File: src/rtl/rename_queue.sv
// Decode-to-rename circular FIFO with a show-ahead head entry.
// Latency: an entry written at edge N is visible on the head outputs after edge N.
// Backpressure: RNMQ_full rises one slot early; an enqueue at count==DEPTH is dropped and sets OVERFLOW_OUT.
//
// Ports:
//   CLK, RESET (async active-low), FLUSH (sync squash, highest priority)
//   RNMQ_NQ + *_IN bundle fields : enqueue from decode
//   DQ_IN                        : dequeue from rename
//   *_OUT bundle fields          : head entry, all zero while empty
//   RNMQ_full, EMPTY_OUT, COUNT_OUT, OVERFLOW_OUT : status
// Optional: define RNMQ_STATS_EN to add STAT_NQ_OUT, STAT_DQ_OUT, STAT_FULL_CYC_OUT.
module rename_queue #(
   parameter int DEPTH  = 8,
   parameter int ADDR_W = 3
) (
   input  logic              CLK,
   input  logic              RESET,
   input  logic              FLUSH,
   input  logic              RNMQ_NQ,
   input  logic [31:0]       Instr_IN,
   input  logic [31:0]       Instr_PC_IN,
   input  logic [31:0]       Instr_PC_Plus4_IN,
   input  logic [4:0]        ReadRegisterA_IN,
   input  logic [4:0]        ReadRegisterB_IN,
   input  logic [4:0]        WriteRegister_IN,
   input  logic              RegWrite_IN,
   input  logic [5:0]        ALU_Control_IN,
   input  logic              MemRead_IN,
   input  logic              MemWrite_IN,
   input  logic [4:0]        ShiftAmount_IN,
   input  logic [8:0]        Instr_Flags_IN,
   input  logic              DQ_IN,
   output logic              RNMQ_full,
   output logic              EMPTY_OUT,
   output logic [ADDR_W:0]   COUNT_OUT,
   output logic              OVERFLOW_OUT,
`ifdef RNMQ_STATS_EN
   output logic [31:0]       STAT_NQ_OUT,
   output logic [31:0]       STAT_DQ_OUT,
   output logic [31:0]       STAT_FULL_CYC_OUT,
`endif
   output logic [31:0]       Instr_OUT,
   output logic [31:0]       Instr_PC_OUT,
   output logic [31:0]       Instr_PC_Plus4_OUT,
   output logic [4:0]        ReadRegisterA_OUT,
   output logic [4:0]        ReadRegisterB_OUT,
   output logic [4:0]        WriteRegister_OUT,
   output logic              RegWrite_OUT,
   output logic [5:0]        ALU_Control_OUT,
   output logic              MemRead_OUT,
   output logic              MemWrite_OUT,
   output logic [4:0]        ShiftAmount_OUT,
   output logic [8:0]        Instr_Flags_OUT
);

   // 134-bit bundle
   typedef struct packed {
      logic [31:0] instr;
      logic [31:0] pc;
      logic [31:0] pc4;
      logic [4:0]  ra;
      logic [4:0]  rb;
      logic [4:0]  wr;
      logic        reg_write;
      logic [5:0]  alu;
      logic        mem_read;
      logic        mem_write;
      logic [4:0]  shamt;
      logic [8:0]  flags;
   } entry_t;

   localparam logic [ADDR_W:0] DEPTH_C = (ADDR_W+1)'(DEPTH);
   localparam logic [ADDR_W:0] FULL_C  = DEPTH_C - 1'b1;

   entry_t            mem [DEPTH];
   entry_t            in_e;
   entry_t            head_e;
   logic [ADDR_W-1:0] head;
   logic [ADDR_W-1:0] tail;
   logic [ADDR_W:0]   count;
   logic              ovf;
   logic              empty;
   logic              dq_acc;
   logic              nq_acc;

   assign in_e = '{instr: Instr_IN, pc: Instr_PC_IN, pc4: Instr_PC_Plus4_IN,
                   ra: ReadRegisterA_IN, rb: ReadRegisterB_IN, wr: WriteRegister_IN,
                   reg_write: RegWrite_IN, alu: ALU_Control_IN, mem_read: MemRead_IN,
                   mem_write: MemWrite_IN, shamt: ShiftAmount_IN, flags: Instr_Flags_IN};

   assign empty  = (count == '0);
   assign dq_acc = DQ_IN & ~empty;
   // A full queue still accepts when the head leaves in the same cycle.
   assign nq_acc = RNMQ_NQ & ((count < DEPTH_C) | dq_acc);

   assign RNMQ_full    = (count >= FULL_C);
   assign EMPTY_OUT    = empty;
   assign COUNT_OUT    = count;
   assign OVERFLOW_OUT = ovf;

   always_ff @(posedge CLK or negedge RESET) begin
      if (!RESET) begin
         head  <= '0;
         tail  <= '0;
         count <= '0;
         ovf   <= 1'b0;
      end else if (FLUSH) begin
         head  <= '0;
         tail  <= '0;
         count <= '0;
         ovf   <= 1'b0;
      end else begin
         if (dq_acc) head <= head + ADDR_W'(1);
         if (nq_acc) tail <= tail + ADDR_W'(1);
         case ({nq_acc, dq_acc})
            2'b10:   count <= count + 1'b1;
            2'b01:   count <= count - 1'b1;
            default: count <= count;
         endcase
         if (RNMQ_NQ && !nq_acc) ovf <= 1'b1;
      end
   end

   // Storage carries no reset; emptiness is tracked by count alone.
   always_ff @(posedge CLK) begin
      if (nq_acc && !FLUSH) mem[tail] <= in_e;
   end

   // Empty queue presents an all-zero NOP bundle.
   assign head_e = empty ? '0 : mem[head];

   assign Instr_OUT          = head_e.instr;
   assign Instr_PC_OUT       = head_e.pc;
   assign Instr_PC_Plus4_OUT = head_e.pc4;
   assign ReadRegisterA_OUT  = head_e.ra;
   assign ReadRegisterB_OUT  = head_e.rb;
   assign WriteRegister_OUT  = head_e.wr;
   assign RegWrite_OUT       = head_e.reg_write;
   assign ALU_Control_OUT    = head_e.alu;
   assign MemRead_OUT        = head_e.mem_read;
   assign MemWrite_OUT       = head_e.mem_write;
   assign ShiftAmount_OUT    = head_e.shamt;
   assign Instr_Flags_OUT    = head_e.flags;

`ifdef RNMQ_STATS_EN
   // Statistics survive FLUSH; only RESET clears them.
   always_ff @(posedge CLK or negedge RESET) begin
      if (!RESET) begin
         STAT_NQ_OUT       <= '0;
         STAT_DQ_OUT       <= '0;
         STAT_FULL_CYC_OUT <= '0;
      end else begin
         if (nq_acc && !FLUSH) STAT_NQ_OUT <= STAT_NQ_OUT + 32'd1;
         if (dq_acc && !FLUSH) STAT_DQ_OUT <= STAT_DQ_OUT + 32'd1;
         if (RNMQ_full)        STAT_FULL_CYC_OUT <= STAT_FULL_CYC_OUT + 32'd1;
      end
   end
`endif

endmodule
File: config.mk
export PLATFORM = sky130hd
export DESIGN_NAME = rename_queue
export DESIGN_NICKNAME = d
export VERILOG_FILES = /design/src/rtl/rename_queue.sv
export SDC_FILE = /design/constraint.sdc
export NUM_CORES = 1
export LEC_CHECK = 0
export ABC_AREA = 0
export CORE_MARGIN = 1.5
export CORE_UTILIZATION = 53
export DETAILED_ROUTE_END_ITERATION = 10
export PLACE_DENSITY_LB_ADDON = 0.15
export RECOVER_POWER = 50
export SLEW_MARGIN = 20
export SYNTH_ARGS = -nofsm -noshare
export SYNTH_HDL_FRONTEND = slang
export SYNTH_SLANG_ARGS = --single-unit
File: constraint.sdc
create_clock -name CLK -period 11.75 [get_ports CLK]
set_clock_uncertainty 0.05 [all_clocks]
set_input_delay 2.9375 -clock CLK [delete_from_list [all_inputs] [get_ports CLK]]
set_output_delay 2.9375 -clock CLK [all_outputs]
set_load 0.1 [all_outputs]
=== Word level (Yosys, flattened, before mapping) ===
Memory sizes are Yosys's and may differ from the RTL's.
Cells that the tools add are included.

* Reduce and logical (&&, ||, !) cells: 9
* Order comparisons: 2
* Bitwise gates (word level): 4
* $add $sub $neg: 4
* Eq/ne operators: 2
* Multiplexer cells: 11

{| class="wikitable"
|+ Operator list
! kind !! number
|-
| two-way mux 134 bit || 1
|-
| two-way mux 3 bit || 4
|-
| case mux 4 bit (2 select lines) || 1
|-
| adder 3 x 1 -> 3 bit (second input constant) || 2
|-
| nonzero test 2 bit || 3
|-
| adder 4 x 1 -> 4 bit (second input constant) || 1
|-
| >= comparator 4 x 3 -> 1 bit (second input constant) || 1
|-
| zero test 4 bit || 1
|-
| less-than comparator 4 bit (second input constant) || 1
|-
| two-way mux 1 bit || 4
|-
| two-way mux 4 bit || 1
|-
| subtractor 4 x 1 -> 4 bit (second input constant) || 1
|-
| nonzero test 3 bit || 1
|-
| bitwise AND 1 bit || 2
|-
| == test 2 x 1 -> 1 bit (second input constant) || 1
|-
| == test 2 bit (second input constant) || 1
|-
| logical AND 1 bit || 2
|-
| zero test 1 bit || 2
|-
| inverter 1 bit || 1
|-
| bitwise OR 1 bit || 1
|}

* Output and inout bits: 141
* Logic and storage cells: 37
* Input bits: 139
* Register bits: 11
* Bits in writable memories: 1072
* Memories kept: 1

{| class="wikitable"
|+ Memories
! name !! depth !! bits a word !! rd ports !! clocked after memory_dff !! wr ports !! line !! RTL
|-
| mem || 8 || 134 || 1 || 0 || 1 || 75 || <nowiki>entry_t mem [DEPTH];</nowiki>
|}

=== Logic depth before layout (Yosys ltp) ===
Gate-level depths: netlist (run 1).

* Word-level depth: 9
* Mapped depth: 11
* Depth with buffers taken out: 9

=== Worst setup path after synthesis (run 1) ===
No wires, ideal clock.

* Path kind: input to register
* Start: in DQ_IN
* End: mem mem[0][0] (netlist name) (enable)
* Required time: 10.909 ns
* Buffers on the path: 0
* Setup slack: -1.699 ns
* Library setup time: 0.791 ns
* Stages on the path: 4
* Arrival time: 12.608 ns
* Cells stage by stage: nand2b_1 > nand2_1 > or3_1 > nor3_1

* Word-level cells in the longest chain between the ends: 6

{| class="wikitable"
|+ RTL lines
! what !! line !! RTL
|-
| start, declared || 32 || <nowiki>input logic DQ_IN,</nowiki>
|-
| bitwise AND 1 bit || 92 || <nowiki>assign dq_acc = DQ_IN & ~empty;</nowiki>
|-
| bitwise OR 1 bit || 94 || <nowiki>assign nq_acc = RNMQ_NQ & ((count < DEPTH_C) | dq_acc);</nowiki>
|-
| bitwise AND 1 bit || 94 ||
|-
| logical AND 1 bit || 126 || <nowiki>if (nq_acc && !FLUSH) mem[tail] <= in_e;</nowiki>
|-
| two-way mux 1 bit || 126 ||
|-
| two-way mux 1 bit (implied by the code) || 126 ||
|-
| end, declared || 75 ||
|}

No other way between the ends.

=== Worst setup path after layout (run 1) ===
* Start: reg head[1]
* End: out WriteRegister_OUT[3]

* Word-level cells in the longest chain between the ends: 2

{| class="wikitable"
|+ RTL lines
! what !! line !! RTL
|-
| start, declared || 78 || <nowiki>logic [ADDR_W-1:0] head;</nowiki>
|-
| start signal, assigned || 113 || <nowiki>if (dq_acc) head <= head + ADDR_W'(1);</nowiki>
|-
| memory read (8 x 134 bit) || -- ||
|-
| two-way mux 134 bit || 130 || <nowiki>assign head_e = empty ? '0 : mem[head];</nowiki>
|-
| end, declared || 47 || <nowiki>output logic [4:0] WriteRegister_OUT,</nowiki>
|}

No other way between the ends.

==> summary.txt, run 1 <==
Floorplanning
  • Core Footprint: 0.0775 sq mm
  • Initial Util: 53.6%
  • Die area: 0.0800 sq mm
  • Die width: 283 um
  • I/O pins: 280
  • Core Rows: 102
  • Die Ht: 283 um

Drt
  • DRT iter0 DRCs: 1379
  • Wirelength, routed: 84.0 mm
  • Antenna Nets Post-Route: 0
  • Via Count: 19000
  • DR WL/cell: 25.7 um
  • Via density: 5.81
  • Pre-antenna DRT Iters: 5
  • Drt drc: 0

Clocking
  • Cts repair resizes: 0
  • Max Root-Sink Buffers: 3
  • CTS Hold Bufs: 0
  • Post-CTS Setup Inserts: 0
  • CTS Buf Count: 108
  • Root buffer cell: clkbuf_16
  • CTS tree: built
  • H-tree Lvls: 3
  • Clock Pin Slew Worst Setup and Hold Paths: 0.06 ns
  • Clk_lat worst skew: 0.65 ns
  • # clock sinks: 1083

Place
  • Pre-CTS setup slack: 4.90 ns
  • Port bufs: 279
  • Placer Congestion: 0.722
  • DP HPWL: 43.9 mm
  • Post-DP Area: 0.0453 sq mm

Synth
  • Synth cell count leaders: 1072 x edfxtp_1, 268 x mux4_2, 148 x nor2_1
  • Top FF cell, synth: edfxtp_1
  • #FFs+latches synth: 1083
  • Top cell type's share of synthesized area: 77.6%
  • Cells after synthesis: 1801
  • Synthesis Warnings: 0
  • Cell with the most instances after synthesis: edfxtp_1
  • Asr flop ratio synth: 1.02%
  • Register area share after synthesis: 78.2%
  • Cell accounting for the most synthesized area: edfxtp_1
  • Yosys cell types: 36
  • Syn Std Cell Area: 0.0415 sq mm
  • Synth area leaders: edfxtp_1 78%, mux4_2 15%, mux2i_1 3.3%
  • Synth Area per Inst: 23.0 sq um
  • Post-synth EDFFs: 1072
  • Syn Nets: 1944

Setup path
  • Critical Path Source Type: flip-flop
  • Critical path required time: 8.76 ns
  • Worst path max stage delay: 1.00 ns
  • Buffers & Inverters on Critical Path: 2
  • Critical Path Sink Type: output port
  • Max FO, Critical Path: 71
  • CP Cell Sequence: buf_4 -> mux4_2 -> mux2i_1 -> nor2_1 -> clkdlybuf4s50_1
  • Critical Path AT: 4.42 ns
  • WS Path Type: flip-flop to output port
  • CP max-delay cell: clkdlybuf4s50_1
  • Crit path max-delay family: buffers and inverters

STA
  • Fin. max-slew vios: 28
  • Hold Fails Final Rpt: 0
  • Final Cycle Share: 63.0%
  • Post-route setup slack: 4.34 ns
  • Worst-Margin Slew: 2.04 ns
  • Fmax: 0.135 GHz
  • RSZ-0062 raised after global routing: no
  • Sum Neg Setup Slack: 0 ns
  • Slew margin rel.: -36.0%
  • Fin crit period: 7.41 ns
  • Setup-violating endpoint count in the final report: 0

Power
  • Power Internal: 0.00693 W
  • Reg power frac: 42.7%
  • Clock Power Share: 31.4%
  • Pwr Density: 211 mW/mm^2
  • Switching share of power: 32.5%
  • Peak VDD IR: 0.000201 V
  • P_sw: 0.00333 W
  • Leakage: 14.8 nW
  • Power share of the combinational group: 26.0%

GRT
  • Overflow after GRT: 0
  • Global-route wire length before repair: 125 mm
  • GRT Resource Usage Total: 21.4%
  • Vias in the first global route: 20000
  • Initial antenna violation count: 33
  • Maximum number of pins on one net before global-route repair: 160

Final layout
  • Share of cells above drive strength 1: 20.6%
  • Final nets: 2270
  • Area growth syn-to-layout: 17.1%
  • Final non-filler cell area: 0.0486 sq mm
  • Fill count: 5353

Status
  • Failing checks: max-capacitance violations, max-slew violations
  • Status: finished with violations

Worst hold path
  • Hold crit path type: flip-flop to flip-flop

Flow run
  • Max-cap viol count: 1
==> worst reg2reg max path, delay by kind of cell, from the launching register on <==
family / cells / cell delay, ns
AND/OR/NAND/NOR: 4 / 1.78
buffers and inverters: 2 / 1.32
flip-flops: 1 / 0.53
==> per-stage QoR <==
stage	hold slack (ns)	util, %	cells	total power (W)
3_5_place_dp	0.497	58.5	3057	0.00716
3_3_place_gp	0.458	58.5	3057	0.00715
2_1_floorplan	0.496	-	1801	0.00658
4_1_cts	0.519	62.8	3258	0.0104
5_1_grt	0.542	62.7	3264	0.0106
6_report	0.506	62.7	3267	0.0103
==> layout by cell type, fill, tap and decap left out, drive strengths merged, types with 8 or more instances in the layout <==
master / n
nor2: 149
dfrtp: 11
diode: 9
edfxtp: 1072
mux4: 268
dlygate4sd3: 137
clkdlybuf4s50: 142
inv: 8
buf: 32
clkbuf: 131
nand2: 12
mux2i: 136
clkinv: 59
==> power by group through the flow <==
stage	Sequential, W	Clock, W	Combinational, W
2_1_floorplan	0.00446	0	0.00212
3_3_place_gp	0.00445	0	0.00270
3_5_place_dp	0.00446	0	0.00271
4_1_cts	0.00438	0.00328	0.00271
5_1_grt	0.00438	0.00342	0.00279
6_report	0.00438	0.00322	0.00266
==> area by class of cell <==
class | count | area, sq um | area share, %
Sequential cell | 1083 | 32500 | 66.8
Multi-Input combinational cell | 618 | 8410 | 17.3
Timing Repair Buffer | 313 | 3080 | 6.33
Clock buffer | 129 | 2800 | 5.77
Tap cell | 1040 | 1300 | 2.68
Clock inverter | 72 | 499 | 1.03
Antenna cell | 9 | 22.5 | 0.0463
Inverter | 3 | 18.8 | 0.0386
==> routing by layer <==
layer  part of all wire [%]  vias up  track usage, %  routed length [um]
li1                       -     8196               -                   -
met1                     40    10100            28.7               34000
met2                     51      509            36.0               43200
met3                    5.6      166            3.89                4740
met4                    2.2       30            6.28                1880
met5                   0.24        -               0                 203
==> flip-flops by register name (all words and copies together), names as in the netlist <==
| register | cells |
|---|---|
| OVERFLOW_OUT | 1 |
| head | 3 |
| tail | 3 |
| mem | 1072 |
| COUNT_OUT | 4 |
==> logic make-up after synthesis <==
family	count (synthesis)	share of synthesized area, %
buffers and inverters	100	1.59
xor gates and xnor gates	5	0.105
and+or+nand+nor	185	1.81
DFF	1083	78.2
adders and majority gates	4	0.121
AOI/OAI and AO/OA	20	0.341
muxes	404	17.8
==> path summary, 6_finish.rpt <==
path / start / end / slack [ns] / cells past startpoint
max: head[1] / WriteRegister_OUT[3] / 4.34 / 5
min: OVERFLOW_OUT / OVERFLOW_OUT / 0.51 / 2
max reg2reg: COUNT_OUT[3] / mem[4][72] / 7.65 / 6
min reg2reg: OVERFLOW_OUT / OVERFLOW_OUT / 0.51 / 2
max in group asynchronous: RESET / head[2] / 8.56 / 1
min in group asynchronous: RESET / head[0] / 2.67 / 1
Note: power is estimated with default switching activity, not from simulation.
==> inputs of run 2 (changes only) <==
==> constraint.sdc (replaced) <==
create_clock -name CLK -period 6.6 [get_ports CLK]
set_clock_uncertainty 0.05 [all_clocks]
set_input_delay 1.65 -clock CLK [delete_from_list [all_inputs] [get_ports CLK]]
set_output_delay 1.65 -clock CLK [all_outputs]
set_load 0.1 [all_outputs]
==> run 2 against run 1 <==
  * Sequential cell count is the same
  * Clock power up 83%
  * Sequential share of layout area decreased by 0.87 points
  * Global-route usage rose by 0.25 points
  * The flow still finishes with violations (max-capacitance violations, max-slew violations)
  * Utilization up 0.83 points
  * Non-clock buffer count grew 30
  * Power is 81% higher
  * Combinational power is 81% higher
  * Sequential power increased by 78%
  * Hold slack lost 0.035 ns
  * Largest cell class unchanged
  * Worst setup slack got worse by 3.5 ns
==> summary.txt, run 2 (synthesis gave the netlist of run 1 again) <==
Status
  • Status: finished with violations
  • Failing checks: max-capacitance violations, max-slew violations

Clocking
  • Clk_lat worst skew: 0.65 ns (about the same)
  • Post-CTS Setup Inserts: 0 (unchanged)
  • CTS Buf Count: 108 (unchanged)
  • H-tree Lvls: 3 (unchanged)
  • # clock sinks: 1083 (unchanged)
  • CTS Hold Bufs: 0 (unchanged)
  • Cts repair resizes: 0 (unchanged)
  • Root buffer cell: clkbuf_16
  • Clock Pin Slew Worst Setup and Hold Paths: 0.06 ns (about the same)
  • Max Root-Sink Buffers: 3 (unchanged)
  • CTS tree: built

Worst hold path
  • Hold crit path type: flip-flop to flip-flop
  • Hold wc startpoint: OVERFLOW_OUT

Setup path
  • Critical Path AT: 4.03 ns (-0.39 ns)
  • R2R setup slack: 2.50 ns (-5.15 ns)
  • Reg-to-reg startpoint: COUNT_OUT[3]
  • R2R Path End: mem[5][101]
  • Worst setup path startpoint: head[0]
  • CP endpoint: WriteRegister_OUT[4]
  • R2R cell count: 5 (-1)
  • Max FO, Critical Path: 42 (-41%)
  • Critical path required time: 4.90 ns (-3.86 ns)
  • Critical Path Source Type: flip-flop
  • WS Path Type: flip-flop to output port
  • Critical Path Sink Type: output port

GRT
  • Met2 track demand over resource: 36.1% (about the same)
  • Vias in the first global route: 20200 (+1.3%)
  • Gr busiest metal: met2
  • GRT Resource Usage Total: 21.6% (+0.25 points)
  • Global-route wire length before repair: 126 mm (+0.82%)
  • GRT met1 Usage: 29.3% (+0.61 points)
  • Overflow after GRT: 0 (unchanged)
  • Initial antenna violation count: 28 (-15%)
  • Maximum number of pins on one net before global-route repair: 122 (-24%)
  • Met3 Use GR: 4.49% (+0.60 points)

Floorplanning
  • I/O pins: 280 (unchanged)
  • Initial Util: 53.6% (unchanged)
  • Die area: 0.0800 sq mm (unchanged)
  • Die Ht: 283 um (unchanged)
  • Core Rows: 102 (unchanged)
  • Die width: 283 um (unchanged)
  • Core Footprint: 0.0775 sq mm (unchanged)

Power
  • Reg power frac: 42.1% (-0.6 points)
  • Pwr Density: 376 mW/mm^2 (+78%)
  • Clock Power Share: 31.8% (+0.4 points)
  • Switching share of power: 32.1% (-0.35 points)
  • Peak VDD IR: 0.000310 V (+54%)
  • Power share of the combinational group: 26.0% (about the same)
  • Power, Total: 0.0185 W (+81%)
  • Leakage: 15.1 nW (+2.0%)
  • Power Internal: 0.0126 W (+81%)
  • P_sw: 0.00595 W (+79%)

STA
  • Hold Fails Final Rpt: 0 (unchanged)
  • Fin. max-slew vios: 32 (+14%)
  • Hold_ws: 0.471 ns (-0.0351 ns)
  • Slew margin rel.: -1.13% (+35 points)
  • RSZ-0062 raised after global routing: no
  • Setup-violating endpoint count in the final report: 0 (unchanged)
  • Fin crit period: 5.73 ns
  • Fmax: 0.175 GHz
  • Final Cycle Share: 86.7%
  • Post-route setup slack: 0.875 ns (-3.47 ns)
  • Worst-Margin Slew: 1.52 ns (-0.523 ns)

Place
  • Placer Congestion: 0.734 (+1.6%)
  • DP HPWL: 46.3 mm (+5.3%)
  • Port bufs: 279 (unchanged)
  • Pre-CTS setup slack: 1.46 ns (-3.43 ns)
  • Dpl cells: 3086 (+0.95%)

Final layout
  • Commonest non-fill, non-tap cell in the layout: edfxtp_1
  • Most frequent cells in the layout: 1072 x edfxtp_1, 268 x mux4_2, 146 x nor2_1
  • Largest register FFs: 1072 (unchanged)
  • Post-layout util: 63.6% (+0.83 points)
  • Fill count: 5237 (-2.2%)
  • Most flops, register: mem
  • Area growth syn-to-layout: 18.6%
  • Multi-input logic area: 0.00841 sq mm (about the same)
  • FF/Latch Area: 0.0325 sq mm (unchanged)
  • Final nets: 2300 (+1.3%)
  • Non-Filler Instances: 3295 (+0.86%)
  • Share of cells above drive strength 1: 22.1% (+1.5 points)

Drt
  • Wirelength, routed: 84.3 mm (+0.34%)
  • Via Count: 19000 (-0.058%)
  • DRT iter0 DRCs: 1480 (+7.3%)
  • DR WL/cell: 25.6 um (-0.52%)
  • Pre-antenna DRT Iters: 7 (+2)
  • Via density: 5.76 (-0.91%)
  • Drt drc: 0 (unchanged)
  • Antenna Nets Post-Route: 0 (unchanged)

Flow run
  • Max-cap viol count: 2 (+1)
-- run 2: cell types whose count changed in the layout (fill, tap and decap cells not counted), sizes merged --
| cell | before | now |
|---|---|---|
| diode | 9 | 7 |
| buf | 32 | 60 |
| clkbuf | 131 | 140 |
| bufinv | 6 | 9 |
| inv | 8 | 7 |
| clkinvlp | 2 | 1 |
| clkinv | 59 | 51 |
-- run 2: worst max-delay path, cell delays in order (launching register included) --
cell and delay [ns]:
dfrtp_4 1.06, buf_12 0.36, mux4_2 0.55, mux2i_1 0.27, nor2_1 0.08, clkdlybuf4s50_1 0.98
-- run 2: per-stage QoR --
step	area, sq um	TNS (ns)
finish	49200	0
global route	49200	0
CTS	49300	0
detailed placement	45800	0
global placement	45800	0
floorplan	41500	-975.66
-- run 2: power by group through the flow --
stage	combinational, W	clock (W)	sequential, W
2_1_floorplan	0.00378	0	0.00793
3_3_place_gp	0.00487	0	0.00794
3_5_place_dp	0.00489	0	0.00795
4_1_cts	0.00491	0.00603	0.00781
5_1_grt	0.00503	0.00630	0.00782
6_report	0.00482	0.00590	0.00780
-- run 2: cell type report --
| cell class | count | area share (%) |
|---|---|---|
| Inverter | 3 | 0.0330 |
| Multi-Input combinational cell | 618 | 17.1 |
| Clock inverter | 65 | 1.14 |
| Tap cell | 1040 | 2.64 |
| Antenna cell | 7 | 0.0356 |
| Clock buffer | 136 | 5.83 |
| Timing Repair Buffer | 343 | 7.29 |
| Sequential cell | 1083 | 65.9 |
-- run 2: how the worst min path moves through the flow --
stage                              end  slack [ns]  depth (start not counted)
after floorplan                tail[0]        0.50                          2
after global placement    OVERFLOW_OUT        0.44                          2
after detailed placement  OVERFLOW_OUT        0.46                          2
after CTS                 OVERFLOW_OUT        0.48                          2
after global routing      OVERFLOW_OUT        0.52                          2
final                     OVERFLOW_OUT        0.47                          2
-- run 2: routing by layer --
layer,part of all wire [%],up-vias
met2,51,514
li1,-,8265
met4,1.8,28
met5,0.19,-
met1,41,10000
met3,6.3,132
